**src/rtl/sram_access_sequencer_if.sv**
```systemverilog
// SRAM_controller-side port of the sequencer: one address/data/write-enable bundle.
// The sequencer drives it as master and SRAM_controller consumes it as slave.
interface sram_access_sequencer_if;
    logic [17:0] sram_address;
    logic [15:0] sram_write_data;
    logic        sram_we_n;

    modport master (output sram_address, output sram_write_data, output sram_we_n);
    modport slave  (input  sram_address, input  sram_write_data, input  sram_we_n);
endinterface

```
**src/rtl/sram_access_sequencer.sv**
```systemverilog
// Top-level UART -> M1 -> VGA sequencer and single-port SRAM arbiter.
// Ownerless guard cycles at each hand-over drain SRAM read latency.
module sram_access_sequencer #(
    parameter int unsigned        TIMER_W      = 26,
    parameter logic [TIMER_W-1:0] UART_TIMEOUT = 26'd49999999,
    parameter int unsigned        GUARD_CYCLES = 2
) (
    input  logic                        CLOCK_50_I,
    input  logic                        resetn,
    input  logic                        UART_RX_I,
    input  logic [17:0]                 uart_sram_address,
    input  logic [15:0]                 uart_sram_write_data,
    input  logic                        uart_sram_we_n,
    output logic                        uart_rx_initialize,
    output logic                        uart_rx_enable,
    output logic                        m1_start,
    input  logic                        m1_done,
    input  logic [17:0]                 m1_sram_address,
    input  logic [15:0]                 m1_sram_write_data,
    input  logic                        m1_sram_we_n,
    input  logic [17:0]                 vga_sram_address,
    output logic                        vga_enable,
    sram_access_sequencer_if.master     sram_bus,
    output logic [1:0]                  owner,
    output logic                        busy
);

    typedef enum logic [2:0] {
        S_IDLE,
        S_UART_RX,
        S_GUARD_A,
        S_M1_START,
        S_M1_RUN,
        S_GUARD_B,
        S_DISPLAY
    } state_t;

    typedef enum logic [1:0] {
        OWN_VGA  = 2'd0,
        OWN_UART = 2'd1,
        OWN_M1   = 2'd2,
        OWN_NONE = 2'd3
    } owner_t;

    localparam logic [1:0] GUARD_LAST = 2'(GUARD_CYCLES - 1);

    state_t             state_q;
    owner_t             owner_q;
    logic               vga_enable_q;
    logic               uart_init_q;
    logic               uart_enable_q;
    logic               m1_start_q;
    logic               busy_q;
    logic [TIMER_W-1:0] timer_q;
    logic [1:0]         guard_q;

    always_ff @(posedge CLOCK_50_I or negedge resetn) begin
        if (!resetn) begin
            state_q       <= S_IDLE;
            owner_q       <= OWN_VGA;
            vga_enable_q  <= 1'b1;
            uart_init_q   <= 1'b0;
            uart_enable_q <= 1'b0;
            m1_start_q    <= 1'b0;
            busy_q        <= 1'b0;
            timer_q       <= '0;
            guard_q       <= '0;
        end else begin
            uart_init_q   <= 1'b0;
            uart_enable_q <= 1'b0;
            m1_start_q    <= 1'b0;

            case (state_q)
                S_IDLE, S_DISPLAY: begin
                    owner_q      <= OWN_VGA;
                    vga_enable_q <= 1'b1;
                    if (!UART_RX_I) begin
                        uart_init_q  <= 1'b1;
                        timer_q      <= '0;
                        vga_enable_q <= 1'b0;
                        owner_q      <= OWN_UART;
                        busy_q       <= 1'b1;
                        state_q      <= S_UART_RX;
                    end
                end

                S_UART_RX: begin
                    uart_enable_q <= uart_init_q;
                    // A write on the expiry cycle takes priority and restarts the idle count.
                    if (!uart_sram_we_n) begin
                        timer_q <= '0;
                    end else if (timer_q == UART_TIMEOUT) begin
                        timer_q <= '0;
                        owner_q <= OWN_NONE;
                        guard_q <= '0;
                        state_q <= S_GUARD_A;
                    end else begin
                        timer_q <= timer_q + 1'b1;
                    end
                end

                S_GUARD_A: begin
                    if (guard_q == GUARD_LAST) begin
                        owner_q    <= OWN_M1;
                        m1_start_q <= 1'b1;
                        state_q    <= S_M1_START;
                    end else begin
                        guard_q <= guard_q + 1'b1;
                    end
                end

                S_M1_START: begin
                    state_q <= S_M1_RUN;
                end

                S_M1_RUN: begin
                    if (m1_done) begin
                        owner_q <= OWN_NONE;
                        guard_q <= '0;
                        state_q <= S_GUARD_B;
                    end
                end

                S_GUARD_B: begin
                    if (guard_q == GUARD_LAST) begin
                        owner_q      <= OWN_VGA;
                        vga_enable_q <= 1'b1;
                        busy_q       <= 1'b0;
                        state_q      <= S_DISPLAY;
                    end else begin
                        guard_q <= guard_q + 1'b1;
                    end
                end

                default: begin
                    state_q <= S_IDLE;
                end
            endcase
        end
    end

    // Mux is keyed only on registered owner, so reset forces a read-only port immediately.
    always_comb begin
        sram_bus.sram_address    = '0;
        sram_bus.sram_write_data = '0;
        sram_bus.sram_we_n       = 1'b1;
        unique case (owner_q)
            OWN_VGA: begin
                sram_bus.sram_address = vga_sram_address;
            end
            OWN_UART: begin
                sram_bus.sram_address    = uart_sram_address;
                sram_bus.sram_write_data = uart_sram_write_data;
                sram_bus.sram_we_n       = uart_sram_we_n;
            end
            OWN_M1: begin
                sram_bus.sram_address    = m1_sram_address;
                sram_bus.sram_write_data = m1_sram_write_data;
                sram_bus.sram_we_n       = m1_sram_we_n;
            end
            OWN_NONE: begin
                sram_bus.sram_address = '0;
            end
        endcase
    end

    assign owner              = owner_q;
    assign vga_enable         = vga_enable_q;
    assign uart_rx_initialize = uart_init_q;
    assign uart_rx_enable     = uart_enable_q;
    assign m1_start           = m1_start_q;
    assign busy               = busy_q;

endmodule

```
**src/flat_wrapper.sv**
```systemverilog
// flat-port wrapper written by rule: the top's interface ports become plain ports
module sram_access_sequencer_flat 
#(
    parameter int unsigned        TIMER_W      = 26,
    parameter logic [TIMER_W-1:0] UART_TIMEOUT = 26'd49999999,
    parameter int unsigned        GUARD_CYCLES = 2
)
  (CLOCK_50_I, resetn, UART_RX_I, uart_sram_address, uart_sram_write_data, uart_sram_we_n, uart_rx_initialize, uart_rx_enable, m1_start, m1_done, m1_sram_address, m1_sram_write_data, m1_sram_we_n, vga_sram_address, vga_enable, owner, busy, sram_bus_sram_address, sram_bus_sram_write_data, sram_bus_sram_we_n);
  sram_access_sequencer_if sram_bus_i ();
  input  logic CLOCK_50_I;
  input  logic resetn;
  input  logic UART_RX_I;
  input  logic [17:0] uart_sram_address;
  input  logic [15:0] uart_sram_write_data;
  input  logic uart_sram_we_n;
  output logic uart_rx_initialize;
  output logic uart_rx_enable;
  output logic m1_start;
  input  logic m1_done;
  input  logic [17:0] m1_sram_address;
  input  logic [15:0] m1_sram_write_data;
  input  logic m1_sram_we_n;
  input  logic [17:0] vga_sram_address;
  output logic vga_enable;
  output logic [1:0] owner;
  output logic busy;
  output wire logic [$bits(sram_bus_i.sram_address)-1:0] sram_bus_sram_address;
  output wire logic [$bits(sram_bus_i.sram_write_data)-1:0] sram_bus_sram_write_data;
  output wire logic [$bits(sram_bus_i.sram_we_n)-1:0] sram_bus_sram_we_n;
  assign sram_bus_sram_address = sram_bus_i.sram_address;
  assign sram_bus_sram_write_data = sram_bus_i.sram_write_data;
  assign sram_bus_sram_we_n = sram_bus_i.sram_we_n;
  sram_access_sequencer #(.TIMER_W(TIMER_W), .UART_TIMEOUT(UART_TIMEOUT), .GUARD_CYCLES(GUARD_CYCLES)) u_core (.CLOCK_50_I(CLOCK_50_I), .resetn(resetn), .UART_RX_I(UART_RX_I), .uart_sram_address(uart_sram_address), .uart_sram_write_data(uart_sram_write_data), .uart_sram_we_n(uart_sram_we_n), .uart_rx_initialize(uart_rx_initialize), .uart_rx_enable(uart_rx_enable), .m1_start(m1_start), .m1_done(m1_done), .m1_sram_address(m1_sram_address), .m1_sram_write_data(m1_sram_write_data), .m1_sram_we_n(m1_sram_we_n), .vga_sram_address(vga_sram_address), .vga_enable(vga_enable), .sram_bus(sram_bus_i), .owner(owner), .busy(busy));
endmodule
```
**config.mk**
```make
export PLATFORM = sky130hd
export DESIGN_NAME = sram_access_sequencer_flat
export DESIGN_NICKNAME = d
export VERILOG_FILES = /design/src/rtl/sram_access_sequencer_if.sv /design/src/rtl/sram_access_sequencer.sv /design/src/flat_wrapper.sv
export SDC_FILE = /design/constraint.sdc
export NUM_CORES = 1
export LEC_CHECK = 0
export BUFFER_PORTS_ARGS = -buffer_cell sky130_fd_sc_hd__buf_2
export CORE_MARGIN = 3
export CORE_UTILIZATION = 40
export DETAILED_ROUTE_END_ITERATION = 6
export GPL_TIMING_DRIVEN = 0
export HOLD_SLACK_MARGIN = 0.15
export PLACE_DENSITY = 0.79
export REMOVE_ABC_BUFFERS = 1
export SYNTH_ARGS = -nofsm -noshare
export SYNTH_HDL_FRONTEND = slang
export SYNTH_SLANG_ARGS = --single-unit
export TNS_END_PERCENT = 1
```
**constraint.sdc**
```tcl
create_clock -name CLOCK_50_I -period 4.15 [get_ports CLOCK_50_I]
set_input_delay 0.83 -clock CLOCK_50_I [delete_from_list [all_inputs] [get_ports CLOCK_50_I]]
set_output_delay 0.83 -clock CLOCK_50_I [all_outputs]
set_load 0.02 [all_outputs]
```
==> results of run 1 <==
[synth_stat cells, types with 3 or more instances]
library cell / number
nand2_1: 47
nand2b_1: 4
and3_1: 6
o21ai_0: 32
nor3_1: 3
a22oi_1: 36
dfrtp_1: 37
inv_1: 9
a41oi_1: 3
nand3_1: 11
and4_1: 3
buf_6: 6
ha_1: 5
nand4_1: 5
o31ai_1: 3
a31oi_1: 22
a21oi_1: 25
nor2_1: 19
nor2b_1: 20
clkbuf_1: 17
[state kept, by name, indices dropped and copies added, names as in the netlist]
signal	cells
u_core.m1_start	1
u_core.uart_rx_enable	1
u_core.timer_q	26
u_core.guard_q	2
u_core.owner	2
u_core.state_q	3
u_core.uart_rx_initialize	1
u_core.busy	1
u_core.vga_enable	1
[worst register-to-register path: stages, from the launching register on]
cell and delay (ps):
dfrtp_1 580, nor2b_1 380, a21oi_1 150, o2bb2ai_1 1070, a31oi_1 240
[power by group]
part / internal (W) / leakage [nW] / total [W] / switching (W)
Clock: 0.000257 / 0.0714 / 0.000393 / 0.000136
Combinational: 0.000544 / 1.12 / 0.00151 / 0.000969
Sequential: 0.000426 / 0.511 / 0.000509 / 0.0000833
[routing by layer]
| metal | up-vias | wire length, um | GRT usage (%) |
|---|---|---|---|
| li1 | 1565 | - | - |
| met1 | 1545 | 3656 | 26.39 |
| met2 | 127 | 4797 | 39.61 |
| met3 | 17 | 662 | 4.640 |
| met4 | 0 | 264 | 5.905 |
| met5 | - | 0 | 0 |
[area by class of cell]
type	instances	share of cell area, %
diodes	3	0.2039
repair buffers	133	18.08
multi-input cells	282	47.81
inverters	9	0.9174
clock inverters	2	1.631
well taps	96	3.262
flip-flops and latches	38	25.86
clock buffers	6	2.243
[cell families after synthesis]
logic type                 share of synthesized area (%)
adders and majority gates                          2.155
buffers and inverters                              6.551
AOI/OAI and AO/OA                                  32.24
muxes                                              1.465
DFF                                                32.80
and+or+nand+nor                                    24.78
[through the flow]
step           power (W)  instances
6_report        0.002415        569
5_1_grt         0.002597        569
4_1_cts         0.002413        566
3_5_place_dp    0.002014        558
3_3_place_gp    0.001976        558
2_1_floorplan   0.001544        329
[final timing paths]
| kind | slack [ps] | end | start | cells after the start |
|---|---|---|---|---|
| setup reg to reg | 1530 | u_core.timer_q[7] | u_core.state_q[0] | 4 |
| min in group asynchronous | 640 | u_core.timer_q[12] | resetn | 1 |
| hold reg to reg | 520 | u_core.timer_q[15] | u_core.timer_q[15] | 1 |
| hold / removal | 520 | u_core.timer_q[15] | u_core.timer_q[15] | 1 |
| max in group asynchronous | 2960 | u_core.busy | resetn | 1 |
| setup / recovery | 870 | sram_bus_sram_address[8] | u_core.owner[0] | 5 |
==> impl_results.md, run 1 <==
* Row cnt at 30
* Core area at 6907 um^2
* Vias in the first global route at 3004
* Normalized max-slew margin at 11.16%
* Top cell type's share of synthesized area at 31.90%
* Hold buffer count at cts at 0
* Largest area contributor in the netlist: dfrtp_1
* Total CTS buffers at 5
* Pre-CTS setup slack at 1211 ps
* DRC violations left at 0
* Worst path cell trace: inv_1, ha_1, a22oi_1, o21ai_0, buf_2
* Vert. Die Dim at 91.19 um
* Overflow after GRT at 0
* Crit Path Class: reg -> out
* Area of the multi-input gates at 1760 um^2
* Unrepaired setup endpoints after global routing: false
* First-pass GRT wire length at 15030 um
* RePlAce Congestion at 0.9083
* Pwr dens at 655.8 nW/um^2
* Clk sinks at 38
* Slowest CP cell: ha_1
* Gr usage total at 22.00%
* Starting density of the core at 42.03%
* Avg Synthesized Cell Area at 8.154 um^2
* Final Worst Setup Slack at 874.5 ps
* Hold WS at 520.7 ps
* Die area at 8315 um^2
* Fill cell count at 698
* Final Cell Area at 3682 um^2
* I/O pin total at 134
* Area Growth Syn to Fin at 26.85%
* Post-DR vias/cell at 5.719
* Number of nets in the layout at 566
* Crit path largest cell delay at 950 ps
* Max-cap viol count at 0
* Final Cycle Share at 78.93%
* Ranking of synthesized cells by area: dfrtp_1, a22oi_1, nand2_1, o21ai_0, a31oi_1
* CP bufs+invs at 2
* Post-DP HPWL at 7013 um
* Largest net degree at the start of global routing at 47
* Initial antenna violation count at 3
* Most common flop cell mapped by yosys: dfrtp_1
* Clock transition at the registers of the reported paths at 80 ps
* Mapped Cells at 356
* Number of distinct library cells after synthesis at 52
* Mapped cell area at 2903 um^2
* Clock skew at 11.49 ps
* Endpoints failing hold at 0
* Post-DRT Antenna Nets at 0
* Sequential fraction of the synthesis area at 32.80%
* # resized after CTS at 0
* Critical Path Source Type: flip-flop
* Worst skew pair latency at 290 ps
* Area after DPL at 3532 um^2
* Register Area at 952.2 um^2
* Async SR Flop Fraction at 100.0%
* Hold WC Path Type: reg -> reg
* Wirelength per Cell at 16.49 um
* Most common cell after layout, fill and taps aside: buf_2
* CP delay by family, top: adder cells
* CP endpoint kind: primary output
* Layout Utilization at 53.32%
* Post-CTS Setup Bufs at 0
* Synth Register Bits at 38
* Routed vias at 3254
* Overall die width at 91.19 um
* CTS root buf: clkbuf_8
* WP data required at 3320 ps
* Iter 0 DRT Violations at 233
* Worst Max-Slew Pin Slew at 1333 ps
* Final WL at 9381 um
* H-tree levels at 2
* Maximum net fanout on the critical path at 35
* IO buf count at 133
* Clk buf depth at 2
* DR pass1 iterations at 5
* Most frequent cells in the layout: buf_2, nand2_1, dfrtp_1
* Peak Freq at 305.3 MHz
* WP data arrival at 2450 ps
* Final setup TNS at 0 ps
* Final Max Slew Viols at 0
* Pleak at 1.705 nW
* Share of cells above drive strength 1 at 33.40%
* CTS tree: done
* Yosys Warn Count at 0
* EDFF count, synth at 0
* Status: completed
* # setup viols final at 0
* Crit path time final at 3276 ps
* Worst VDD drop at 0.0003468 V
(Power assumes the default switching activity.)
==> run 2: changes to the inputs <==
--- a/config.mk
+++ b/config.mk
@@ -11,7 +11,7 @@
 export DETAILED_ROUTE_END_ITERATION = 6
 export GPL_TIMING_DRIVEN = 0
 export HOLD_SLACK_MARGIN = 0.15
-export PLACE_DENSITY = 0.79
+export PLACE_DENSITY = 0.82
 export REMOVE_ABC_BUFFERS = 1
 export SYNTH_ARGS = -nofsm -noshare
 export SYNTH_HDL_FRONTEND = slang
==> constraint.sdc (replaced) <==
create_clock -name CLOCK_50_I -period 2.8 [get_ports CLOCK_50_I]
set_input_delay 0.56 -clock CLOCK_50_I [delete_from_list [all_inputs] [get_ports CLOCK_50_I]]
set_output_delay 0.56 -clock CLOCK_50_I [all_outputs]
set_load 0.02 [all_outputs]
==> run 2 against run 1 <==
  * Largest cell class unchanged
  * Clock power about the same
  * Setup slack lost 700 ps
  * Clock skew increased by 1.0 ps
  * Core utilization decreased by 0.71 points
  * Highest routed layer unchanged
  * Sequential power increased by 49%
  * Clock-buffer cell count is 2 higher
  * First-iteration DRC count up 32%
  * Non-clock buffer count unchanged
==> impl_results.md, run 2 (synthesized netlist as in run 1, its figures left out) <==
* Status: completed
* H-tree levels at 2
* # resized after CTS at 2
* Worst Max-Slew Pin Slew at 1269 ps
* Hold buffer count at cts at 0
* Most common cell after layout, fill and taps aside: buf_2
* Starting density of the core at 42.03%
* Hold WC Path Type: in -> async
* Overall Power at 0.003393 W
* Die area at 8315 um^2
* Final setup TNS at 0 ps
* Crit path time final at 2622 ps
* Largest registers: u_core.timer_q x26, u_core.state_q x3
* Routed vias at 3314
* Total CTS buffers at 5
* Crit Path Class: reg -> out
* Post-DR vias/cell at 5.845
* Worst VDD drop at 0.0004083 V
* Fill cell count at 679
* Pre-CTS setup slack at 105.7 ps
* Largest net degree at the start of global routing at 47
* Cells after DPL at 558
* Critical Path Source Type: flip-flop
* Maximum net fanout on the critical path at 35
* IO buf count at 133
* Number of nets in the layout at 566
* Clock skew at 12.49 ps
* RePlAce Congestion at 0.8975
* Vert. Die Dim at 91.19 um
* Clock transition at the registers of the reported paths at 80 ps
* Post-DRT Antenna Nets at 0
* WP data required at 2240 ps
* Initial antenna violation count at 1
* DR WL met2 at 4606 um
* Post-CTS Setup Bufs at 0
* Pwr dens at 933.8 nW/um^2
* Overflow after GRT at 0
* Top reg by flops: u_core.timer_q
* Cell Count, Final, Fillers Out at 567
* Wirelength per Cell at 16.31 um
* # setup viols final at 0
* Share of cells above drive strength 1 at 33.83%
* Most frequent cells in the layout: buf_2, nand2_1, a22oi_1, dfrtp_1, o21ai_0
* DR pass1 iterations at 5
* DRC violations left at 0
* Peak Freq at 381.3 MHz
* Normalized max-slew margin at 15.43%
* I/O pin total at 134
* CP endpoint kind: primary output
* Area Growth Syn to Fin at 25.17%
* Final WL at 9248 um
* WP data arrival at 2060 ps
* Vias in the first global route at 3073
* Overall die width at 91.19 um
* Endpoints failing hold at 0
* Core area at 6907 um^2
* Routed wl met3 at 640 um
* Final Worst Setup Slack at 177.6 ps
* Clk sinks at 38
* Gr usage total at 21.68%
* Worst skew pair latency at 300 ps
* Final Cycle Share at 93.66%
* CTS tree: done
* Max layer used: met4
* CTS root buf: clkbuf_8
* Iter 0 DRT Violations at 308
* Max-cap viol count at 0
* Largest register FFs at 26
* Unrepaired setup endpoints after global routing: false
* Final Max Slew Viols at 0
* Pleak at 1.673 nW
* Clk buf depth at 2
* Row cnt at 30
* First-pass GRT wire length at 14820 um
* Post-DP HPWL at 7060 um
* Routed length on met1 at 3677 um
* Layout Utilization at 52.61%
[run 2: cell types whose count changed in the layout (fill, tap and decap cells not counted)]
cell       before  now
diode_2         3    1
ha_2            0    3
bufinv_16       2    0
dfrtp_2         0    1
dfrtp_1        37   36
ha_1            5    2
clkbuf_1        0    2
[run 2: worst paths after layout]
path,end,cells past startpoint,slack (ps),start
worst max-delay path,sram_bus_sram_address[16],5,180,u_core.owner[0]
worst min-delay path,u_core.timer_q[11],1,370,resetn
worst max register to register,u_core.timer_q[9],4,320,u_core.state_q[1]
worst min register to register,u_core.guard_q[1],1,510,u_core.guard_q[1]
max in group asynchronous,u_core.state_q[0],1,1850,resetn
min in group CLOCK_50_I,u_core.guard_q[1],1,510,u_core.guard_q[1]
[run 2: layout make-up]
cell class              instances  area [um^2]  share of cell area, %
multi-input cells             282         1768                  48.66
flip-flops and latches         38        953.4                  26.24
repair buffers                133        665.6                  18.32
well taps                      96        120.1                  3.306
clock buffers                   8        90.09                  2.479
inverters                       9        33.78                 0.9298
diodes                          1        2.502                0.06887
[run 2: where the power goes]
part | total (W) | switching [W] | internal, W
Sequential | 0.000757 | 0.000124 | 0.000633
Clock | 0.000393 | 0.000192 | 0.000201
Combinational | 0.00224 | 0.00143 | 0.000815
Total | 0.00339 | 0.00174 | 0.00165
[run 2: per-layer routing]
metal  global-route usage, %  vias up
met5                       0        -
met4                   9.548        0
met3                   4.640       20
met2                   37.71      148
met1                   25.56     1575
li1                        -     1571
[run 2: worst max-delay path, cell delays in order, from the launching register on]
cell,delay (ps)
dfrtp_1,410
inv_1,120
ha_2,610
a22oi_1,190
o21ai_0,240
buf_2,210
[run 2: per-stage QoR]
stage                     instance area [um^2]  hold slack [ps]
after floorplan                           2746            264.4
after global placement                    3532            480.1
after detailed placement                  3532            490.8
after CTS                                 3627            398.0
after global routing                      3633            436.4
final                                     3633            373.1
==> run 3: changes to the inputs <==
--- a/config.mk
+++ b/config.mk
@@ -5,13 +5,14 @@
 export SDC_FILE = /design/constraint.sdc
 export NUM_CORES = 1
 export LEC_CHECK = 0
+export ABC_AREA = 1
 export BUFFER_PORTS_ARGS = -buffer_cell sky130_fd_sc_hd__buf_2
 export CORE_MARGIN = 3
 export CORE_UTILIZATION = 40
 export DETAILED_ROUTE_END_ITERATION = 6
 export GPL_TIMING_DRIVEN = 0
 export HOLD_SLACK_MARGIN = 0.15
-export PLACE_DENSITY = 0.82
+export PLACE_DENSITY = 0.81
 export REMOVE_ABC_BUFFERS = 1
 export SYNTH_ARGS = -nofsm -noshare
 export SYNTH_HDL_FRONTEND = slang
==> run 3 against run 2 <==
  * Via count increased by 8.3%
  * Final cell count increased by 27%
  * Register-to-register slack improved by 590 ps
  * Total power increased by 1.1%
  * Sequential share of layout area decreased by 1.6 points
  * Setup slack improved by 58 ps
  * Sequential power decreased by 5.9%
  * Synthesized cell count increased by 38%
  * Clock-buffer cell count decreased by 1
==> impl_results.md, run 3 <==
* Post-CTS Setup Bufs at 0
* Pwr dens at 886.1 nW/um^2
* CP endpoint kind: primary output
* Normalized max-slew margin at 41.95%
* Initial antenna violation count at 1
* Most frequent cells in the layout: nand2_1, buf_2, nor2_1
* Most common cell in the netlist: nand2_1
* Maximum net fanout on the critical path at 35
* Post-DRT Antenna Nets at 0
* Vert. Die Dim at 93.56 um
* Routed vias at 3589
* Clk sinks at 38
* Top reg by flops: u_core.timer_q
* Area Growth Syn to Fin at 26.23%
* Mapped cell area at 3067 um^2
* Crit path top cell by count: a21oi_1
* Wirelength per Cell at 12.60 um
* Number of distinct library cells after synthesis at 31
* CTS root buf: clkbuf_8
* I/O pin total at 134
* Most common flop cell mapped by yosys: dfrtp_1
* CP delay by family, top: adder cells
* Overflow after GRT at 0
* DR pass1 iterations at 5
* Most common cell after layout, fill and taps aside: nand2_1
* H-tree levels at 2
* Total CTS buffers at 5
* Worst Max-Slew Pin Slew at 870.8 ps
* Hold WC Path Type: in -> async
* Mapped Cells at 493
* Final Max Slew Viols at 0
* Max-cap viol count at 0
* Number of nets in the layout at 714
* EDFF count, synth at 0
* Worst VDD drop at 0.0006299 V
* Largest register FFs at 26
* Clock skew at 5.940 ps
* Worst skew pair latency at 290 ps
* Critical Path Source Type: flip-flop
* Ranking of synthesized cells by area: dfrtp_1, nand2_1, a21oi_1, nor2_1, nand3_1
* Worst path cell trace: inv_1, ha_2, a21oi_1, a21oi_1, buf_2
* Slowest CP cell: ha_2
* Die area at 8753 um^2
* Clk buf depth at 2
* Crit path time final at 2564 ps
* Overall die width at 93.56 um
* DRC violations left at 0
* Peak Freq at 390.0 MHz
* First-pass GRT wire length at 14430 um
* Iter 0 DRT Violations at 174
* Pleak at 1.955 nW
* Final Cycle Share at 91.58%
* Status: completed
* Unrepaired setup endpoints after global routing: false
* Clock transition at the registers of the reported paths at 70 ps
* Yosys Warn Count at 0
* Crit Path Class: reg -> out
* Synth Register Bits at 38
* Top cell type's share of synthesized area at 30.19%
* IO buf count at 133
* Starting density of the core at 41.83%
* WP data arrival at 2000 ps
* Post-DR vias/cell at 4.999
* Share of cells above drive strength 1 at 27.18%
* Sequential fraction of the synthesis area at 31.05%
* RePlAce Congestion at 0.8828
* CTS tree: done
* Crit path largest cell delay at 580 ps
* Largest net degree at the start of global routing at 39
* Gr usage total at 19.82%
* Fill cell count at 739
* # setup viols final at 0
* Avg Synthesized Cell Area at 6.220 um^2
* Largest registers: u_core.timer_q x26, u_core.state_q x3
* Vias in the first global route at 3293
* Post-DP HPWL at 7093 um
* WP data required at 2240 ps
* Commonest cells in the netlist: nand2_1, nor2_1, a21oi_1
* Row cnt at 31
* Core area at 7331 um^2
* Final WL at 9044 um
* Endpoints failing hold at 0
* Async SR Flop Fraction at 100.0%
* Final setup TNS at 0 ps
* CP bufs+invs at 2
* Layout Utilization at 52.81%
* Largest area contributor in the netlist: dfrtp_1
run 3: changes by cell type in the layout (fill, tap and decap cells not counted), moves of 6 or more:
cell	previous run	this run
a21oi_1	25	60
a22oi_1	36	0
a31oi_1	22	1
and3_1	6	0
inv_1	9	39
nand2_1	47	164
nand2_2	0	6
nand3_1	11	31
nand4_1	5	14
nor2_1	19	71
nor2b_1	20	0
o21ai_0	32	11
xor2_1	0	6
run 3: where the power goes:
part           total (W)  internal [W]  switching, W
Clock           0.000393      0.000199      0.000194
Combinational    0.00233      0.000714       0.00161
Sequential      0.000712      0.000635     0.0000768
run 3: worst paths after layout:
| path | startpoint | depth (start not counted) | slack [ps] | to |
|---|---|---|---|---|
| max | u_core.owner[0] | 5 | 240 | sram_bus_sram_address[14] |
| min | resetn | 1 | 370 | u_core.state_q[0] |
| max reg2reg | u_core.state_q[0] | 6 | 910 | u_core.timer_q[18] |
| min reg2reg | u_core.guard_q[1] | 2 | 480 | u_core.guard_q[1] |
| max in group asynchronous | resetn | 1 | 1870 | u_core.busy |
| min in group CLOCK_50_I | u_core.guard_q[1] | 2 | 480 | u_core.guard_q[1] |
run 3: timing repair:
item / in CTS / in global routing
endpoints found under the setup margin: 19 / 0
resized for setup: 4 / 0
hold buffers: 0 / 0
run 3: kinds of logic after synthesis:
group | Yosys count | share of synthesized area [%]
AOI/OAI and AO/OA | 79 | 13.38
xor gates and xnor gates | 7 | 1.999
adders and majority gates | 5 | 2.040
buffers and inverters | 60 | 8.241
DFF | 38 | 31.05
and+or+nand+nor | 304 | 43.29
run 3: worst register-to-register path, cell delays in order, from the launching register on:
cell	delay [ps]
dfrtp_1	460
inv_1	190
nand4_1	210
nand2_2	350
inv_1	360
nand2_1	130
o21ai_0	80
run 3: area by class of cell:
class	instances	area, um^2	area share (%)
Antenna cell	1	2.502	0.06464
Clock buffer	7	86.33	2.230
Clock inverter	1	5.005	0.1293
Inverter	44	166.4	4.299
Multi-Input combinational cell	395	1869	48.29
Sequential cell	38	952.2	24.60
Tap cell	99	123.9	3.200
Timing Repair Buffer	133	665.6	17.19
run 3: through the flow:
| step | cell area, um^2 | hold WS [ps] | worst slack [ps] | total power [W] | cells |
|---|---|---|---|---|---|
| 3_3_place_gp | 3769 | 457.0 | 76.94 | 0.002981 | 709 |
| 2_1_floorplan | 2979 | 264.4 | 460.0 | 0.002319 | 477 |
| 5_1_grt | 3871 | 434.3 | 97.29 | 0.003731 | 718 |
| 3_5_place_dp | 3769 | 469.7 | 68.73 | 0.003032 | 709 |
| 6_report | 3871 | 374.4 | 235.7 | 0.003430 | 718 |
| 4_1_cts | 3869 | 404.6 | 224.9 | 0.003440 | 717 |
run 3: per-layer routing:
layer	vias up	part of all wire (%)	global-route usage (%)
li1	1833	-	-
met1	1616	43	24.45
met2	130	48	35.44
met3	10	7.8	4.183
met4	0	1.3	4.332
met5	-	0	0
